`config.mk`:
```
export PLATFORM = sky130hd
export DESIGN_NAME = led_sequencer
export DESIGN_NICKNAME = d
export VERILOG_FILES = /design/src/rtl/led_seq_pkg.sv /design/src/rtl/led_prescaler.sv /design/src/rtl/led_sequencer.sv
export SDC_FILE = /design/constraint.sdc
export NUM_CORES = 1
export LEC_CHECK = 0
export ABC_AREA = 1
export CAP_MARGIN = 20
export CORE_UTILIZATION = 50
export DETAILED_ROUTE_END_ITERATION = 10
export PLACE_DENSITY = 0.78
export SYNTH_ARGS = -nofsm -noshare
export SYNTH_HDL_FRONTEND = slang
export SYNTH_HIERARCHICAL = 1
export SYNTH_SLANG_ARGS = --single-unit
export TNS_END_PERCENT = 30
```
`constraint.sdc`:
```
create_clock -name CLK -period 3.95 [get_ports CLK]
set_input_delay 1.185 -clock CLK [delete_from_list [all_inputs] [get_ports CLK]]
set_output_delay 1.185 -clock CLK [all_outputs]
set_load 0.1 [all_outputs]
```
`src/rtl/led_seq_pkg.sv`:
```
// Mode encoding shared by the LED sequencer blocks.
// Pure type/constant package; no logic, no latency, no backpressure.
package led_seq_pkg;

  typedef enum logic [1:0] {
    MODE_BIN     = 2'd0,
    MODE_SCAN    = 2'd1,
    MODE_BREATHE = 2'd2,
    MODE_GRAY    = 2'd3
  } mode_t;

endpackage

```
`src/rtl/led_prescaler.sv`:
```
// Step prescaler: free-running count with a one-cycle tick at all-ones, sync clear.
// Latency: tick is decoded directly from the count register; no backpressure.
module led_prescaler #(
  parameter int PRESC_W = 22
) (
  input  logic CLK,
  input  logic RST,
  input  logic clr,
  output logic tick
);

  logic [PRESC_W-1:0] cnt;

  always_ff @(posedge CLK or posedge RST) begin
    if (RST)      cnt <= '0;
    else if (clr) cnt <= '0;
    else          cnt <= cnt + 1'b1;
  end

  assign tick = (cnt == '1);

endmodule

```
`src/rtl/led_sequencer.sv`:
```
// LED pattern sequencer (binary, scan, breathe, gray) selected by an async MODE input.
// Latency: 1 clock state-to-LED, 4 clocks MODE-to-LED; free-running, no backpressure.
module led_sequencer
  import led_seq_pkg::*;
#(
  parameter int N_LED   = 8,
  parameter int PRESC_W = 22,
  parameter int PWM_W   = 8
) (
  input  logic             CLK,
  input  logic             RST,
  input  logic [1:0]       MODE,
  output logic [N_LED-1:0] LED
);

  localparam int POS_W = (N_LED > 1) ? $clog2(N_LED) : 1;
  localparam logic [POS_W-1:0] POS_MAX  = POS_W'(N_LED - 1);
  localparam logic [PWM_W-1:0] DUTY_MAX = '1;

  logic [1:0]       mode_s1, mode_s2;
  mode_t            mode_q;
  logic             mode_chg;
  logic             tick;
  logic [N_LED-1:0] step;
  logic [POS_W-1:0] pos;
  logic             scan_up;
  logic [PWM_W-1:0] duty;
  logic             duty_up;
  logic [PWM_W-1:0] pwm_cnt;
  logic [N_LED-1:0] led_d;

  always_ff @(posedge CLK or posedge RST) begin
    if (RST) begin
      mode_s1 <= '0;
      mode_s2 <= '0;
    end else begin
      mode_s1 <= MODE;
      mode_s2 <= mode_s1;
    end
  end

  assign mode_chg = (mode_s2 != mode_q);

  always_ff @(posedge CLK or posedge RST) begin
    if (RST)           mode_q <= MODE_BIN;
    else if (mode_chg) mode_q <= mode_t'(mode_s2);
  end

  led_prescaler #(.PRESC_W(PRESC_W)) u_presc (
    .CLK  (CLK),
    .RST  (RST),
    .clr  (mode_chg),
    .tick (tick)
  );

  // A mode change restarts every pattern from its origin, overriding a coincident tick.
  always_ff @(posedge CLK or posedge RST) begin
    if (RST) begin
      step    <= '0;
      pos     <= '0;
      scan_up <= 1'b1;
      duty    <= '0;
      duty_up <= 1'b1;
    end else if (mode_chg) begin
      step    <= '0;
      pos     <= '0;
      scan_up <= 1'b1;
      duty    <= '0;
      duty_up <= 1'b1;
    end else if (tick) begin
      step <= step + 1'b1;

      if (N_LED == 1) begin
        pos <= '0;
      end else if (scan_up) begin
        if (pos == POS_MAX) begin
          scan_up <= 1'b0;
          pos     <= pos - 1'b1;
        end else begin
          pos <= pos + 1'b1;
        end
      end else begin
        if (pos == '0) begin
          scan_up <= 1'b1;
          pos     <= pos + 1'b1;
        end else begin
          pos <= pos - 1'b1;
        end
      end

      // Direction flips on the tick that lands on an end value, so each end shows once.
      if (duty_up) begin
        duty <= duty + 1'b1;
        if (duty == DUTY_MAX - 1'b1) duty_up <= 1'b0;
      end else begin
        duty <= duty - 1'b1;
        if (duty == PWM_W'(1)) duty_up <= 1'b1;
      end
    end
  end

  always_ff @(posedge CLK or posedge RST) begin
    if (RST) pwm_cnt <= '0;
    else     pwm_cnt <= pwm_cnt + 1'b1;
  end

  always_comb begin
    led_d = '0;
    case (mode_q)
      MODE_BIN:     led_d = step;
      MODE_SCAN:    led_d = N_LED'(1) << pos;
      MODE_BREATHE: led_d = {N_LED{pwm_cnt < duty}};
      MODE_GRAY:    led_d = step ^ (step >> 1);
      default:      led_d = '0;
    endcase
  end

  always_ff @(posedge CLK or posedge RST) begin
    if (RST) LED <= '0;
    else     LED <= led_d;
  end

endmodule

```
==> impl_metrics.json <==
{
  "status": "complete, no violations",
  "ctsHoldBuffers": 0,
  "yosys_warnings": 6,
  "finalSetupViolations": 0,
  "power_density_mw_per_mm2": 303.3,
  "drive_gt1_share_pct": 11.84,
  "cts_setup_buffers": 0,
  "worst_pin_slew_ns": 0.9809,
  "grt_pass1_wl_um": 12480,
  "finClkSkew_ns": 0.01442,
  "clk_pin_slew_ns": 0.07,
  "die-area_mm2": 0.007753,
  "dp_cells": 557,
  "die_h_um": 88.05,
  "maxSlewViolCount": 0,
  "routed_wl_um": 7198,
  "cp_slowest_stage_delay_ns": 1.14,
  "fin_cells": 572,
  "synth_edf_count": 0,
  "coreArea_mm2": 0.007214,
  "worst_skew_pair.late_latency_ns": 0.33,
  "pre_cts_ws_ns": 1.300,
  "route.met3.wl_um": 233,
  "synthArstFlopShare_pct": 100.0,
  "syn_to_final_growth_pct": 10.65,
  "num_vias": 2948,
  "hp-class": "flip-flop to flip-flop",
  "layout.nets": 499,
  "cp_slowest_cell": "clkdlybuf4s50_1",
  "maxCapViolCount": 0,
  "cts_resized": 0,
  "crit_family": "buffers and inverters",
  "vdd_drop_max_v": 0.0001611,
  "cts_buffers": 9,
  "port_buffers": 11,
  "multi_input_area_mm2": 0.001821,
  "cts_tree": "built",
  "first_pass_iters": 4,
  "layout_common_cells": "nand2_1 (96), dfrtp_1 (63), nor2_1 (58), inv_1 (49), nand3_1 (30)",
  "antenna_left": 0,
  "syn_nets": 481,
  "worstSetupPathType": "flip-flop to output pin",
  "grt-ovfl-total": 0,
  "met1Wirelength_um": 3294,
  "leakagePower_nw": 1.873,
  "crit_buf_inv": 1,
  "dr_wl_met2_um": 3624,
  "synthFlopType": "dfrtp_1",
  "startpoint_type": "flip-flop",
  "core.rowCount": 31,
  "drc": 0,
  "whs_ns": 0.3483,
  "syn_inst": 451,
  "dpl.hpwl_um": 5371,
  "ios": 12,
  "htree_levels": 3,
  "finalHoldViolations": 0,
  "vias_per_cell": 5.154,
  "num-fill-cells": 656,
  "wl_per_cell_um": 12.58,
  "clock.fmax_ghz": 0.3337,
  "highest_layer": "met4",
  "clockBufferDepth": 2,
  "grt_usage_pct": 20.82,
  "grt_pass1_vias": 2825,
  "grt_max_degree": 27,
  "clock-sinks": 65,
  "synth_cell_types": 33,
  "fin_crit_ns": 2.996,
  "place_congestion": 0.8853,
  "start_util_pct": 51.32,
  "crit_path_max_fanout": 1,
  "avgSynthCellArea_um2": 8.209,
  "final_common_cell": "nand2_1",
  "cp_data_required_time_ns": 2.76,
  "regArea_mm2": 0.001629,
  "critPathCaptureType": "output pin",
  "final_util_pct": 56.78,
  "rsz0062_at_grt": "false",
  "fp.dieW_um": 88.05,
  "ctsRootBufferMaster": "clkbuf_8",
  "max_slew_margin_pct": 34.40,
  "rrSetupSlack_ns": 1.68,
  "arrival_ns": 1.81,
  "syn_area_mm2": 0.003702,
  "tns_ns": 0,
  "antenna_cells": 0,
  "fin_crit_sh_pct": 75.86,
  "ys_ff_latch": 65,
  "antenna_found_initial": 0,
  "crit_chain": "clkdlybuf4s50_1",
  "fin_ws_ns": 0.9536,
  "ys_seq_area_share_pct": 44.00,
  "drt_iter0_drc": 122
}
layout make-up:
| class | count | area share [%] |
|---|---|---|
| clock buffers | 13 | 4.123 |
| clock inverters | 2 | 0.3054 |
| inverters | 57 | 5.284 |
| flip-flops and latches | 65 | 39.77 |
| multi-input cells | 323 | 44.44 |
| repair buffers | 13 | 3.054 |
| well taps | 99 | 3.024 |
metrics by stage:
stage,power (W),area [µm²]
floorplan,0.0007282,3702
global placement,0.0007415,3915
detailed placement,0.0007429,3915
CTS,0.001260,4096
global route,0.001301,4096
finish,0.001242,4096
routing by layer:
| metal | vias up | track usage [%] |
|---|---|---|
| met3 | 6 | 4.901 |
| met2 | 56 | 35.38 |
| met4 | 0 | 6.305 |
| li1 | 1490 | - |
| met5 | - | 0 |
| met1 | 1396 | 26.40 |
synth_stat cells, types with 2 or more instances:
cell type	instances	area [µm²]
a21oi_1	20	100.1
a21oi_2	2	17.52
buf_2	2	10.01
clkbuf_1	2	7.510
dfrtp_1	63	1577
dfstp_2	2	52.55
ha_1	26	325.3
inv_1	50	187.7
inv_2	6	22.52
nand2_1	96	360.4
nand2_2	8	50.05
nand2_4	3	33.78
nand3_1	30	150.1
nand3_2	4	40.04
nand4_1	16	100.1
nor2_1	58	217.7
nor2_2	6	37.54
nor2_4	5	56.30
nor3_1	4	20.02
o21ai_0	14	70.07
o21ai_1	8	40.04
o21ai_2	2	17.52
o22ai_1	2	12.51
xnor2_1	4	35.03
xor2_1	10	87.58
cell families (layout without fill, tap and decap cells):
group,after synthesis,count (layout),share of synthesized area (%)
flip-flops,65,65,44.00
multiplexers,1,1,0.2704
AND/OR/NAND/NOR,232,232,29.44
AO/OA/AOI/OAI,50,50,7.368
XOR/XNOR,14,14,3.312
adder cells (fa/ha/maj),26,26,8.787
buffers and inverters,63,85,6.827
worst paths after layout:
check | to | cells past startpoint | startpoint
min | mode_s2[0] | 0 | mode_s1[0]
min reg2reg | mode_s2[0] | 0 | mode_s1[0]
max reg2reg | duty[6] | 15 | u_presc/cnt[0]
max | LED[7] | 1 | LED[7]
max in group asynchronous | mode_q[1] | 3 | RST
min in group asynchronous | step[0] | 2 | RST
state kept, by name, indices dropped and copies added (netlist names):
| name | flops |
|---|---|
| LED | 8 |
| u_presc/cnt | 22 |
| mode_s2 | 2 |
| duty | 8 |
| mode_s1 | 2 |
| scan_up | 1 |
| pwm_cnt | 8 |
| duty_up | 1 |
| pos | 3 |
| step | 8 |
| mode_q | 2 |
power by group:
part	leakage (nW)	internal [W]	switching, W
Sequential	0.871	0.000670	0.00000334
Clock	0.0915	0.000275	0.000239
Combinational	0.910	0.0000124	0.0000424
Total	1.87	0.000958	0.000284
No activity file was read; power rests on OpenSTA's default activity.
